File: src/rtl/hop_fmod_gen.sv
// rtl/hop_fmod_gen.sv - bit-serial F = 16*CLK[27:7] mod 79 and F' = 32*CLK[27:7] mod N feeder
// Optional HOP_FMOD_PIPE2_EN: two reduction steps per cycle (13-cycle latency instead of 26).
module hop_fmod_gen #(
  parameter int CLKW = 21,
  parameter int MODF = 79
) (
  input  logic            clk,
  input  logic            rstz,
  input  logic            start,
  input  logic [CLKW-1:0] clk27_7,
  input  logic [6:0]      regi_AFH_modN,
  output logic [6:0]      F,
  output logic [6:0]      Fprime,
  output logic            busy,
  output logic            done,
  output logic            modn_err
);
  localparam int SRW = CLKW + 5;
`ifdef HOP_FMOD_PIPE2_EN
  localparam int STEPS = 2;
`else
  localparam int STEPS = 1;
`endif
  localparam int CNT_LOAD = SRW / STEPS;
  localparam int CW = $clog2(CNT_LOAD + 1);
  localparam logic [6:0] MOD_F = 7'(MODF);

  logic [SRW-1:0] sr, sr_nxt;
  logic [6:0]     nq, rf, rn, rf_nxt, rn_nxt;
  logic           lag, lag_nxt;
  logic [CW-1:0]  count;

  // One restoring step: t = 2r + b never exceeds 2M-1 while r < M.
  function automatic logic [6:0] mod_step(input logic [6:0] r, input logic b, input logic [6:0] m);
    logic [7:0] t;
    t = {r, b};
    if (t >= {1'b0, m}) return 7'(t - {1'b0, m});
    return t[6:0];
  endfunction

  // The F stream is the N stream delayed by one bit, so lag carries the previous N bit.
  always_comb begin
    rf_nxt  = rf;
    rn_nxt  = rn;
    sr_nxt  = sr;
    lag_nxt = lag;
    for (int s = 0; s < STEPS; s++) begin
      rf_nxt  = mod_step(rf_nxt, lag_nxt, MOD_F);
      rn_nxt  = modn_err ? 7'd0 : mod_step(rn_nxt, sr_nxt[SRW-1], nq);
      lag_nxt = sr_nxt[SRW-1];
      sr_nxt  = {sr_nxt[SRW-2:0], 1'b0};
    end
  end

  always_ff @(posedge clk) begin
    if (!rstz) begin
      F        <= '0;
      Fprime   <= '0;
      busy     <= 1'b0;
      done     <= 1'b0;
      modn_err <= 1'b0;
      count    <= '0;
      rf       <= '0;
      rn       <= '0;
      sr       <= '0;
      nq       <= '0;
      lag      <= 1'b0;
    end else begin
      done <= 1'b0;
      if (start) begin
        sr       <= {clk27_7, 5'b0};
        nq       <= regi_AFH_modN;
        rf       <= '0;
        rn       <= '0;
        lag      <= 1'b0;
        count    <= CW'(CNT_LOAD);
        busy     <= 1'b1;
        modn_err <= (regi_AFH_modN < 7'd20) || (regi_AFH_modN > 7'd79);
      end else if (busy) begin
        sr    <= sr_nxt;
        rf    <= rf_nxt;
        rn    <= rn_nxt;
        lag   <= lag_nxt;
        count <= count - 1'b1;
        if (count == CW'(1)) begin
          F      <= rf_nxt;
          Fprime <= rn_nxt;
          busy   <= 1'b0;
          done   <= 1'b1;
        end
      end
    end
  end
endmodule
File: config.mk
export PLATFORM = sky130hd
export DESIGN_NAME = hop_fmod_gen
export DESIGN_NICKNAME = d
export VERILOG_FILES = /design/src/rtl/hop_fmod_gen.sv
export SDC_FILE = /design/constraint.sdc
export NUM_CORES = 1
export LEC_CHECK = 0
export ABC_AREA = 1
export CORE_UTILIZATION = 34
export DETAILED_ROUTE_END_ITERATION = 8
export PLACE_DENSITY = 0.61
export SYNTH_ARGS = -nofsm -noshare
export SYNTH_HDL_FRONTEND = slang
export SYNTH_SLANG_ARGS = --single-unit
File: constraint.sdc
create_clock -name clk -period 4.6 [get_ports clk]
set_input_delay 0.92 -clock clk [delete_from_list [all_inputs] [get_ports clk]]
set_output_delay 0.92 -clock clk [all_outputs]
set_load 0.05 [all_outputs]
==> flow_summary.toml <==
[status]
status = "finished clean"

[sta]
worst_pin_slew_ns = 0.848
min_period_ns = 3.08
fmax_ghz = 0.324
slew_headroom_pct = 43.4
drv_slew = 0
fin_worst_skew_ns = 0.0124
fin_tns_setup_ns = 0
fin_ws_ns = 1.52
finalSetupViolations = 0
fin_hold_ws_ns = 0.470
finalHoldViolCount = 0
fin_crit_sh_pct = 67.1
rsz0062_at_grt = "false"

[cts]
h-tree-depth = 3
clkLatencyLatePin_ns = 0.34
cts.clk_slew.worst_paths_ns = 0.07
post_cts_buffers = 0
cts.hold.buffers_added = 0
cts_tree = "yes"
cts_buffers = 9
cts.repair.resized = 0
clock-root-buffer = "clkbuf_8"
cts.sinks = 65
cts_max_path_buffers = 2

[place]
port_buffers = 47
place_hpwl_mm = 5.19
gp_congestion = 0.788
post-place-ws_ns = 1.59
dp_cells = 591
dpl_cell_area_um2 = 3730

[worst_setup_path]
r2r_end = "F[4]$_SDFFE_PN0P_"
critPathCaptureType = "output pin"
worstSetupStartpointType = "flip-flop"
ff2ff_path_depth = 8
cp.required_ns = 3.68
slowest_stage = "clkdlybuf4s50_1"
cp.arrival_ns = 2.16
r2r_slack_ns = 2.04
path_delay_family = "buffers and inverters"
crit_type = "flip-flop to output pin"
slowest_delay_ns = 0.95
cp_max_fo = 27
path_cells = "clkdlybuf4s50_1"
reg2reg_from = "busy$_SDFF_PN0_"
worst-path-buf-inv = 1

[cells_and_area]
n_antenna_cell = 0
fin_util_pct = 44.2
design_area_um2 = 3930
layout.cells.non_filler = 607
syn2layout_area_growth_pct = 23.4
drive_gt1_share_pct = 6.21
final_nets = 536

[synthesis]
yosys_warnings = 0
synth_cell_types = 30
syn_avg_cell_area_um2 = 7.04
synth_cells = 452
syn-cell-area_um2 = 3180
synth-seq-cells = 65
ys_seq_area_share_pct = 40.9
syn_nets = 494

[route]
drtIter0Drc = 100
ant_nets = 0
wl_per_cell_um = 11.7
drc = 0
dr.pass1.iters = 4
via_per_inst = 4.80
routed_wl_mm = 7.08
dr_total_vias = 2912

[power]
static-leakage-power_nw = 1.87
totalPowerFinal_mw = 1.33
cellPowerDensity_nw_per_um2 = 339
peakVddDrop_mv = 0.272

[worst_hold_path]
min_from = "sr[5]$_SDFFE_PN0P_"
worstHoldEndpoint = "sr[5]$_SDFFE_PN0P_"
holdPathStages = 2
min_path_type = "flip-flop to flip-flop"

[grt]
antenna_found_initial = 0
grt-ovfl-total = 0
gr-usage-all-layers_pct = 15.8
grt_start_max_net_pins = 36
grt_pass1_wl_mm = 12.4
grt_pass1_vias = 2756

[floorplanning]
design.core.area_um2 = 8890
core.rowCount = 34
initial_core_util_pct = 35.8
dieArea_um2 = 9760
die_x_um = 98.8
io_pins = 48
die-height_um = 98.8

[job]
maxCapViolCount = 0
-- worst min-delay path: cells and delay by family, from the launching register on --
kind	cells	cell delay, ns
flops	1	0.31
simple gates	1	0.06
compound gates	1	0.05
-- cells in the mapped netlist (all sizes together) --
library cell  number  area (um^2)
nand2            107          402
inv               76          285
dfxtp             65         1300
o21ai             43          215
a21oi             34          181
nand3             34          183
nor2              28          118
a22oi             13         97.6
buf               12         63.8
ha                10          125
clkbuf             8         30.0
xor2               5         43.8
a31oi              3         18.8
nand4              3         18.8
a31o               2         17.5
nand3b             2         15.0
o211ai             2         15.0
a21o               1         8.76
a221oi             1         8.76
fa                 1         20.0
o31ai              1         7.51
or2                1         8.76
-- cells by family (layout without fill, tap and decap cells) --
logic type	after synthesis	after routing	share of synthesized area, %
XOR/XNOR	5	5	1.38
AO/OA/AOI/OAI	100	100	17.9
AND/OR/NAND/NOR	175	175	23.4
flip-flops	65	65	40.9
adder cells (fa/ha/maj)	11	11	4.56
buffers and inverters	96	143	11.9
-- final cells by class --
class / count / area [um^2]
Clock buffer: 10 / 138
Fill cell: 915 / 4960
Inverter: 76 / 285
Timing Repair Buffer: 51 / 500
Multi-Input combinational cell: 291 / 1500
Tap cell: 108 / 135
Sequential cell: 65 / 1300
Clock inverter: 6 / 66.3
-- sequential cells by signal, indices dropped and copies added, names as in the netlist --
register and cells:
rn 7, modn_err 1, sr 21, Fprime 7, busy 1, F 7, nq 7, rf 7
count 5, done 1, lag 1
-- cell usage in the layout (no fill, tap or decap), types with 2 or more instances in the layout --
cell	instances
a21oi_1	33
a22oi_1	13
a31o_2	2
a31oi_1	3
buf_4	4
clkbuf_8	10
clkdlybuf4s50_1	47
clkinvlp_4	3
dfxtp_1	65
ha_1	10
inv_1	74
inv_2	2
nand2_1	107
nand3_1	33
nand3b_1	2
nand4_1	3
nor2_1	25
nor2_2	2
o211ai_1	2
o21ai_0	42
xor2_1	5
-- worst max path at each step --
stage / startpoint / to / slack, ns / cells after the start
CTS: busy$_SDFF_PN0_ / busy / 1.49 / 1
global route: busy$_SDFF_PN0_ / busy / 1.39 / 1
floorplan: start / sr[22]$_SDFFE_PN0P_ / 2.83 / 7
detailed placement: start / F[4]$_SDFFE_PN0P_ / 1.59 / 8
finish: busy$_SDFF_PN0_ / busy / 1.52 / 1
global placement: start / F[1]$_SDFFE_PN0P_ / 1.71 / 8
-- per-layer routing --
metal | GRT usage (%) | part of all wire, %
met3 | 3.83 | 4.5
met1 | 19.5 | 47
met5 | 0 | 0
met4 | 5.28 | 1.2
met2 | 26.9 | 47
-- where the power goes --
part	switching, mW	total [mW]	internal (mW)
logic	0.134	0.228	0.0938
clock network	0.230	0.496	0.266
registers	0.0196	0.608	0.588
total	0.383	1.33	0.948
No activity file was read; power rests on OpenSTA's default activity.
